**src/rtl/mem_access_if.sv**
```systemverilog
// Load/store request, response and word-memory bus between the core, the
// mem_access_unit and the data memory.
//   master : mem_access_unit side (drives req_ready, resp_*, mem_* strobes/address/data)
//   slave  : environment side (core drives req_*/resp_ready, memory drives mem_read_data)
interface mem_access_if;
  logic        req_valid;
  logic        req_ready;
  logic        req_write;
  logic [31:0] req_addr;
  logic [1:0]  req_size;
  logic        req_unsigned;
  logic [31:0] req_wdata;

  logic        resp_valid;
  logic        resp_ready;
  logic [31:0] resp_rdata;
  logic        resp_error;

  logic [31:0] mem_address;
  logic        mem_write_en;
  logic        mem_read_en;
  logic [31:0] mem_write_data;
  logic [31:0] mem_read_data;

  modport master (
    input  req_valid, req_write, req_addr, req_size, req_unsigned, req_wdata,
    output req_ready,
    output resp_valid, resp_rdata, resp_error,
    input  resp_ready,
    output mem_address, mem_write_en, mem_read_en, mem_write_data,
    input  mem_read_data
  );

  modport slave (
    output req_valid, req_write, req_addr, req_size, req_unsigned, req_wdata,
    input  req_ready,
    input  resp_valid, resp_rdata, resp_error,
    output resp_ready,
    input  mem_address, mem_write_en, mem_read_en, mem_write_data,
    output mem_read_data
  );
endinterface

```
**src/rtl/mem_access_unit.sv**
```systemverilog
// Byte-addressed load/store unit in front of a word-only data memory.
// Sub-word stores are done as read-modify-write; loads are lane-extracted and
// sign/zero extended; misaligned, illegal-size and out-of-range requests are
// answered with resp_error and never touch the memory.
// Ports:
//   clk, rst : clock, asynchronous active-high reset
//   bus      : mem_access_if.master (request, response and memory buses)
module mem_access_unit #(
  parameter int unsigned DEPTH = 32
) (
  input  logic         clk,
  input  logic         rst,
  mem_access_if.master bus
);

  localparam logic [1:0] SIZE_BYTE = 2'b00;
  localparam logic [1:0] SIZE_HALF = 2'b01;
  localparam logic [1:0] SIZE_WORD = 2'b10;

  typedef enum logic [2:0] {
    IDLE,
    RD,
    WR_SETUP,
    WR,
    RESP
  } state_t;

  state_t      state;
  logic        op_write;
  logic [1:0]  op_size;
  logic [1:0]  op_lane;
  logic        op_unsigned;
  logic [31:0] op_wdata;

  logic [31:0] word_index;
  logic        req_err;

  // Right-align the addressed lane and extend it.
  function automatic logic [31:0] load_extract(logic [31:0] word, logic [1:0] size,
                                               logic [1:0] lane, logic uns);
    logic [7:0]  b;
    logic [15:0] h;
    logic [31:0] r;
    case (lane)
      2'd0:    b = word[7:0];
      2'd1:    b = word[15:8];
      2'd2:    b = word[23:16];
      default: b = word[31:24];
    endcase
    h = lane[1] ? word[31:16] : word[15:0];
    case (size)
      SIZE_BYTE: r = uns ? {24'h0, b} : {{24{b[7]}}, b};
      SIZE_HALF: r = uns ? {16'h0, h} : {{16{h[15]}}, h};
      default:   r = word;
    endcase
    return r;
  endfunction

  // Replace the addressed lane(s) of the read word with the store data.
  function automatic logic [31:0] store_merge(logic [31:0] word, logic [1:0] size,
                                              logic [1:0] lane, logic [31:0] wdata);
    logic [31:0] r;
    r = word;
    if (size == SIZE_BYTE) begin
      case (lane)
        2'd0:    r[7:0]   = wdata[7:0];
        2'd1:    r[15:8]  = wdata[7:0];
        2'd2:    r[23:16] = wdata[7:0];
        default: r[31:24] = wdata[7:0];
      endcase
    end else if (lane[1]) begin
      r[31:16] = wdata[15:0];
    end else begin
      r[15:0] = wdata[15:0];
    end
    return r;
  endfunction

  assign word_index = {2'b00, bus.req_addr[31:2]};

  // Request is rejected before any memory traffic.
  always_comb begin
    req_err = 1'b0;
    if (bus.req_size == 2'b11)                                    req_err = 1'b1;
    if (bus.req_size == SIZE_HALF && bus.req_addr[0])             req_err = 1'b1;
    if (bus.req_size == SIZE_WORD && bus.req_addr[1:0] != 2'b00)  req_err = 1'b1;
    if (word_index >= DEPTH)                                      req_err = 1'b1;
  end

  assign bus.req_ready = (state == IDLE) && !rst;

  // Control FSM with registered response and memory-side outputs.
  always_ff @(posedge clk or posedge rst) begin
    if (rst) begin
      state              <= IDLE;
      op_write           <= 1'b0;
      op_size            <= 2'b00;
      op_lane            <= 2'b00;
      op_unsigned        <= 1'b0;
      op_wdata           <= 32'h0;
      bus.resp_valid     <= 1'b0;
      bus.resp_rdata     <= 32'h0;
      bus.resp_error     <= 1'b0;
      bus.mem_address    <= 32'h0;
      bus.mem_write_en   <= 1'b0;
      bus.mem_read_en    <= 1'b0;
      bus.mem_write_data <= 32'h0;
    end else begin
      // Strobes are single-cycle pulses; only the state that owns one raises it.
      bus.mem_write_en <= 1'b0;
      bus.mem_read_en  <= 1'b0;
      case (state)
        IDLE: begin
          if (bus.req_valid) begin
            op_write    <= bus.req_write;
            op_size     <= bus.req_size;
            op_lane     <= bus.req_addr[1:0];
            op_unsigned <= bus.req_unsigned;
            op_wdata    <= bus.req_wdata;
            bus.resp_rdata <= 32'h0;
            if (req_err) begin
              bus.resp_error <= 1'b1;
              bus.resp_valid <= 1'b1;
              state          <= RESP;
            end else begin
              bus.resp_error  <= 1'b0;
              bus.mem_address <= word_index;
              if (bus.req_write && bus.req_size == SIZE_WORD) begin
                bus.mem_write_data <= bus.req_wdata;
                state              <= WR_SETUP;
              end else begin
                bus.mem_read_en <= 1'b1;
                state           <= RD;
              end
            end
          end
        end
        RD: begin
          if (op_write) begin
            bus.mem_write_data <= store_merge(bus.mem_read_data, op_size, op_lane, op_wdata);
            state              <= WR_SETUP;
          end else begin
            bus.resp_rdata <= load_extract(bus.mem_read_data, op_size, op_lane, op_unsigned);
            bus.resp_valid <= 1'b1;
            state          <= RESP;
          end
        end
        WR_SETUP: begin
          bus.mem_write_en <= 1'b1;
          state            <= WR;
        end
        WR: begin
          bus.resp_valid <= 1'b1;
          state          <= RESP;
        end
        RESP: begin
          if (bus.resp_ready) begin
            bus.resp_valid <= 1'b0;
            state          <= IDLE;
          end
        end
        default: state <= IDLE;
      endcase
    end
  end

endmodule

```
**src/flat_wrapper.sv**
```systemverilog
// flat-port wrapper written by rule: the top's interface ports become plain ports
module mem_access_unit_flat 
#(
  parameter int unsigned DEPTH = 32
)
  (clk, rst, bus_req_valid, bus_req_write, bus_req_addr, bus_req_size, bus_req_unsigned, bus_req_wdata, bus_req_ready, bus_resp_valid, bus_resp_rdata, bus_resp_error, bus_resp_ready, bus_mem_address, bus_mem_write_en, bus_mem_read_en, bus_mem_write_data, bus_mem_read_data);
  mem_access_if bus_i ();
  input  logic clk;
  input  logic rst;
  input wire logic [$bits(bus_i.req_valid)-1:0] bus_req_valid;
  input wire logic [$bits(bus_i.req_write)-1:0] bus_req_write;
  input wire logic [$bits(bus_i.req_addr)-1:0] bus_req_addr;
  input wire logic [$bits(bus_i.req_size)-1:0] bus_req_size;
  input wire logic [$bits(bus_i.req_unsigned)-1:0] bus_req_unsigned;
  input wire logic [$bits(bus_i.req_wdata)-1:0] bus_req_wdata;
  output wire logic [$bits(bus_i.req_ready)-1:0] bus_req_ready;
  output wire logic [$bits(bus_i.resp_valid)-1:0] bus_resp_valid;
  output wire logic [$bits(bus_i.resp_rdata)-1:0] bus_resp_rdata;
  output wire logic [$bits(bus_i.resp_error)-1:0] bus_resp_error;
  input wire logic [$bits(bus_i.resp_ready)-1:0] bus_resp_ready;
  output wire logic [$bits(bus_i.mem_address)-1:0] bus_mem_address;
  output wire logic [$bits(bus_i.mem_write_en)-1:0] bus_mem_write_en;
  output wire logic [$bits(bus_i.mem_read_en)-1:0] bus_mem_read_en;
  output wire logic [$bits(bus_i.mem_write_data)-1:0] bus_mem_write_data;
  input wire logic [$bits(bus_i.mem_read_data)-1:0] bus_mem_read_data;
  assign bus_i.req_valid = bus_req_valid;
  assign bus_i.req_write = bus_req_write;
  assign bus_i.req_addr = bus_req_addr;
  assign bus_i.req_size = bus_req_size;
  assign bus_i.req_unsigned = bus_req_unsigned;
  assign bus_i.req_wdata = bus_req_wdata;
  assign bus_req_ready = bus_i.req_ready;
  assign bus_resp_valid = bus_i.resp_valid;
  assign bus_resp_rdata = bus_i.resp_rdata;
  assign bus_resp_error = bus_i.resp_error;
  assign bus_i.resp_ready = bus_resp_ready;
  assign bus_mem_address = bus_i.mem_address;
  assign bus_mem_write_en = bus_i.mem_write_en;
  assign bus_mem_read_en = bus_i.mem_read_en;
  assign bus_mem_write_data = bus_i.mem_write_data;
  assign bus_i.mem_read_data = bus_mem_read_data;
  mem_access_unit #(.DEPTH(DEPTH)) u_core (.clk(clk), .rst(rst), .bus(bus_i));
endmodule
```
**config.mk**
```make
export PLATFORM = sky130hd
export DESIGN_NAME = mem_access_unit_flat
export DESIGN_NICKNAME = d
export VERILOG_FILES = /design/src/rtl/mem_access_if.sv /design/src/rtl/mem_access_unit.sv /design/src/flat_wrapper.sv
export SDC_FILE = /design/constraint.sdc
export NUM_CORES = 1
export LEC_CHECK = 0
export CAP_MARGIN = 20
export CORE_MARGIN = 1
export CORE_UTILIZATION = 42
export CTS_CLUSTER_SIZE = 12
export DETAILED_ROUTE_END_ITERATION = 8
export PLACE_DENSITY = 0.85
export SLEW_MARGIN = 20
export SYNTH_ARGS = -nofsm -noshare
export SYNTH_HDL_FRONTEND = slang
export SYNTH_SLANG_ARGS = --single-unit
```
**constraint.sdc**
```tcl
create_clock -name clk -period 3.7 [get_ports clk]
set_clock_uncertainty 0.05 [all_clocks]
set_input_delay 0.37 -clock clk [delete_from_list [all_inputs] [get_ports clk]]
set_output_delay 0.37 -clock clk [all_outputs]
set_load 0.1 [all_outputs]
```
==> run metrics, run 1 <==
status=finished, final reports clean; GRT Overall Usage=0.244; P_leak=4.27 nW; Design Power=4.78 mW; cell count after placement=936; syn avg cell area=10.7 sq um; Max-Cap Viols=0; most common cell after layout, fill and taps aside=clkdlybuf4s50_1; fin area=8990 sq um; Max Buffers Root-to-Sink=2; Initial Util=0.429; setup ws final=0.643 ns; fmax=327 MHz; total CTS buffers=17; worst-margin pin slew=1.08 ns; final setup violation count=0; distinct cell type count of the synthesized netlist=38; RD Place Congestion=0.814; Top delay family on crit path=compound AO/OA/AOI/OAI gates; Tmin final=3.06 ns; Final ANT Viol Nets=0; vias in the first global route=5308; Post-synth EDFFs=0; Port Buffers=202; share of the clock period used by the worst path=0.826; Slew HR=0.279; RSZ-0062 raised after global routing=no; Max H-tree Level=4; PwrDens=532 nW/um^2; die height=124 um; Slowest cell on crit path=a32oi_4; WP data arrival=3.34 ns; post-synthesis instance area=6210 sq um; layout cells sized above 1=0.121; fraction of registers with async set/reset=1.00; Final Max Slew Viols=0; final cell count without fillers=967; final core utilization=0.621; Post-Place Setup Slack=0.698 ns; Synth Register Bits=123; area grow syn2layout=44.7%; antenna cells=0; DRT Wirelength=17.8 mm; num ports=205; CP Max Fanout=17; critical-path cell list=or3b_2 -> nor2_2 -> a21oi_1 -> a32oi_4 -> buf_4 -> mux2i_1; synthesized netlist cell count=580; first-pass GRT wire length=27.9 mm; TNS Setup=0 ns; Via density=5.40; Total Nets Final=875; worst hold path class=in2async; CTS resizes=0; clock slew at reported path FFs=0.06 ns; Via Count=5225; postcts setup bufs=0; CP Capture Type=register; Worst Hold Slack=0.411 ns; die width=124 um; routed length per placed instance=18.4 um; count of final hold-check violations=0; count of standard-cell rows=44; Post-route DRC=0; sequential cell area fraction in the yosys report=0.495; grt total ovfl=0; DP HPWL=12.8 mm; CP Buf/Inv Count=1; total die area=15300 sq um; Worst-Skew Late Latency=0.43 ns; Num Clock Sinks=123; startpoint types=register; Hold Buf Count CTS=0; CTS root buf=clkbuf_16; CP Class=reg2reg; most frequent cells in the layout=201 x clkdlybuf4s50_1, 123 x dfrtp_1, 59 x mux2i_1; CP required=3.98 ns; pin count of the biggest net entering global routing=65; Main synth FF type=dfrtp_1; CORE AREA=14500 sq um; Area after DPL=8420 sq um; drt first pass iters=4; initial antenna violation count=1; CTS tree=built; Worst VDD drop=349 uV; CP peak stage delay=0.83 ns; Starting DRT DRC Count=289; Yosys warning total=0
-- worst reg2reg max path: cells and delay by family (launching register included) --
family	cells	cell delay (ns)
compound gates	2	0.96
simple gates	2	0.76
flops	1	0.50
mux	1	0.27
buf+inv	1	0.44
-- final cells by class --
cell class	instances	area [sq um]
clock buffers	25	515
clock inverters	6	60.1
fillers	1161	5490
inverters	29	111
multi-input cells	386	2860
flip-flops and latches	123	3080
well taps	184	230
repair buffers	214	2130
-- per-layer routing --
metal,global-route usage,vias up,share of wire
met5,0,-,0.00067
met4,0.0934,2,0.021
met3,0.0934,34,0.087
met2,0.398,196,0.49
met1,0.291,2556,0.40
li1,-,2437,-
-- Yosys cell counts, types with 18 or more instances --
cell | n | area (sq um)
dfrtp_1 | 123 | 3080
mux2i_1 | 59 | 591
nand2_1 | 42 | 158
a211oi_1 | 34 | 255
clkbuf_1 | 32 | 120
a21oi_1 | 30 | 150
inv_1 | 29 | 109
mux2_2 | 29 | 327
and2_1 | 26 | 163
o21ai_0 | 26 | 130
nand2b_1 | 22 | 138
a22o_1 | 18 | 158
nor2_1 | 18 | 67.6
-- final timing paths --
check / cells after the start / slack, ns / to / from
worst max register to register: 6 / 0.64 / u_core.bus.mem_write_data[9] / u_core.state[2]
worst min-delay path: 2 / 0.41 / u_core.op_wdata[3] / rst
max in group asynchronous: 4 / 2.21 / u_core.op_wdata[13] / rst
worst min register to register: 1 / 0.42 / u_core.bus.resp_rdata[15] / u_core.bus.resp_rdata[15]
worst max-delay path: 6 / 0.64 / u_core.bus.mem_write_data[9] / u_core.state[2]
min in group clk: 1 / 0.42 / u_core.bus.resp_rdata[15] / u_core.bus.resp_rdata[15]
-- state kept, by name, indices dropped and copies added (netlist names), 2 cells and up --
signal	flops
u_core.op_wdata	16
u_core.state	3
u_core.bus.resp_rdata	32
u_core.bus.mem_address	30
u_core.op_size	2
u_core.op_lane	2
u_core.bus.mem_write_data	32
-- cells by family after synthesis --
logic type	after synthesis	share of synthesized area
AOI/OAI and AO/OA	140	0.153
buffers and inverters	72	0.0481
DFF	123	0.495
muxes	102	0.181
other	1	0.000603
and+or+nand+nor	142	0.122
-- report_power, final --
| part | internal (mW) | total (mW) | switching, mW |
|---|---|---|---|
| clock network | 1.02 | 1.60 | 0.576 |
| logic | 0.646 | 1.44 | 0.793 |
| registers | 1.48 | 1.74 | 0.265 |
Power figures use the tool's default switching activity.
==> run 2, diff against run 1 <==
==> constraint.sdc (replaced) <==
create_clock -name clk -period 2.5 [get_ports clk]
set_clock_uncertainty 0.05 [all_clocks]
set_input_delay 0.25 -clock clk [delete_from_list [all_inputs] [get_ports clk]]
set_output_delay 0.25 -clock clk [all_outputs]
set_load 0.1 [all_outputs]
==> run metrics, run 2 (same netlist as run 1, synthesis figures left out) <==
total CTS buffers=17 (unchanged); biggest regs=u_core.bus.mem_write_data x32, u_core.bus.resp_rdata x32, u_core.bus.mem_address x30; grt total ovfl=0 (unchanged); num ports=205 (unchanged); Slew HR=0.277 (-0.00180); startpoint types=register; CORE AREA=14500 sq um (unchanged); CP required=2.76 ns (-1.22 ns); count of final hold-check violations=0 (unchanged); CP Max Fanout=32 (+15); final setup violation count=0 (unchanged); Worst VDD drop=535 uV (+53%); GRT Overall Usage=0.245 (+0.000998); PwrDens=846 nW/um^2 (+59%); most common cell after layout, fill and taps aside=dfrtp_1; CTS tree=built; RSZ-0062 raised after global routing=no; CP Class=reg2reg; Worst-Skew Late Latency=0.42 ns (about the same); Via density=5.35 (-1.0%); Initial Util=0.429 (unchanged); DRT Wirelength=17.9 mm (+0.31%); Final ANT Viol Nets=0 (unchanged); vias in the first global route=5246 (-1.2%); fmax=444 MHz (+36%); CTS resizes=0 (unchanged); Final Max Slew Viols=0 (unchanged); final core utilization=0.619 (-0.00225); routed length per placed instance=18.3 um (-0.82%); Crit Reg-Reg Startpoint=u_core.state[0]; setup ws final=0.246 ns (-0.397 ns); clock slew at reported path FFs=0.06 ns (about the same); RD Place Congestion=0.851 (+4.6%); area grow syn2layout=44.2%; Hold Buf Count CTS=0 (unchanged); P_leak=4.53 nW (+6.1%); first-pass GRT wire length=27.8 mm (-0.35%); Worst Hold Slack=0.239 ns (-0.173 ns); Port Buffers=202 (unchanged); cell count of the worst reg-to-reg path=6 (unchanged); die width=124 um (unchanged); layout cells sized above 1=0.261 (+0.139); WP data arrival=2.52 ns (-0.82 ns); pin count of the biggest net entering global routing=65 (unchanged); flop2flop setup slack=0.25 ns (-0.40 ns); CTS root buf=clkbuf_16; Design Power=7.58 mW (+58%); Total Nets Final=885 (+1.1%); Max-Cap Viols=0 (unchanged); initial antenna violation count=1 (unchanged); Tmin final=2.25 ns (-0.803 ns); count of standard-cell rows=44 (unchanged); status=finished, final reports clean; Max H-tree Level=4 (unchanged); Post-Place Setup Slack=0.0485 ns (-0.650 ns); Starting DRT DRC Count=350 (+21%); CP Capture Type=register; Max Buffers Root-to-Sink=2 (unchanged); Post-route DRC=0 (unchanged); Num Clock Sinks=123 (unchanged); postcts setup bufs=0 (unchanged); antenna cells=0 (unchanged); Critical R2R Capture=u_core.bus.mem_write_data[21]; share of the clock period used by the worst path=0.902 (+0.0755); Via Count=5230 (+0.096%); most frequent cells in the layout=123 x dfrtp_1, 116 x buf_4, 103 x clkdlybuf4s50_1; worst-margin pin slew=1.08 ns (+0.00491 ns); total die area=15300 sq um (unchanged); drt first pass iters=5 (+1); worst hold path class=in2async; DP HPWL=12.8 mm (+0.36%); die height=124 um (unchanged)
==> run 2: metal layers <==
metal | GRT usage | wire length [um] | vias to the layer above
met1 | 0.303 | 7270 | 2506
met4 | 0.102 | 567 | 2
li1 | - | - | 2460
met5 | 0 | 13 | -
met2 | 0.386 | 8440 | 220
met3 | 0.0902 | 1560 | 42
==> run 2: how the worst max path moves through the flow <==
| stage | startpoint | endpoint | slack, ns | cells past startpoint |
|---|---|---|---|---|
| after floorplan | u_core.state[2] | bus_req_ready | -0.01 | 2 |
| after global placement | bus_req_addr[31] | u_core.bus.mem_write_data[23] | 0.08 | 7 |
| after detailed placement | bus_req_addr[19] | u_core.bus.mem_write_data[19] | 0.05 | 7 |
| after CTS | u_core.state[0] | u_core.bus.mem_write_data[21] | 0.22 | 6 |
| after global routing | u_core.state[0] | u_core.bus.mem_write_data[22] | 0.12 | 6 |
| final | u_core.state[0] | u_core.bus.mem_write_data[21] | 0.25 | 6 |
==> run 2: metrics by stage <==
step                instance area (sq um)  std cells  TNS (ns)
detailed placement                   8290        946         0
floorplan                            6230        581   -0.0110
global placement                     8290        946         0
CTS                                  8960        978         0
finish                               8960        978         0
global route                         8960        978         0
==> run 2: power by group <==
| part | internal, mW | switching (mW) | leakage (nW) | total [mW] |
|---|---|---|---|---|
| registers | 2.19 | 0.297 | 1.58 | 2.49 |
| logic | 0.995 | 1.29 | 2.64 | 2.29 |
| clock network | 1.87 | 0.934 | 0.315 | 2.80 |
| total | 5.05 | 2.53 | 4.53 | 7.58 |
==> run 2: worst max-delay path: stages, from the launching register on <==
cell and delay [ns]:
dfrtp_1 0.47, or3b_2 0.51, nor2_2 0.12, a21oi_1 0.08, a32oi_4 0.28, buf_12 0.27, mux2_2 0.36
==> run 2: final cells by class <==
class	count	area (sq um)
multi-input cells	386	2860
repair buffers	224	2000
inverters	29	113
clock buffers	17	425
flip-flops and latches	123	3080
fillers	1163	5520
clock inverters	15	246
well taps	184	230
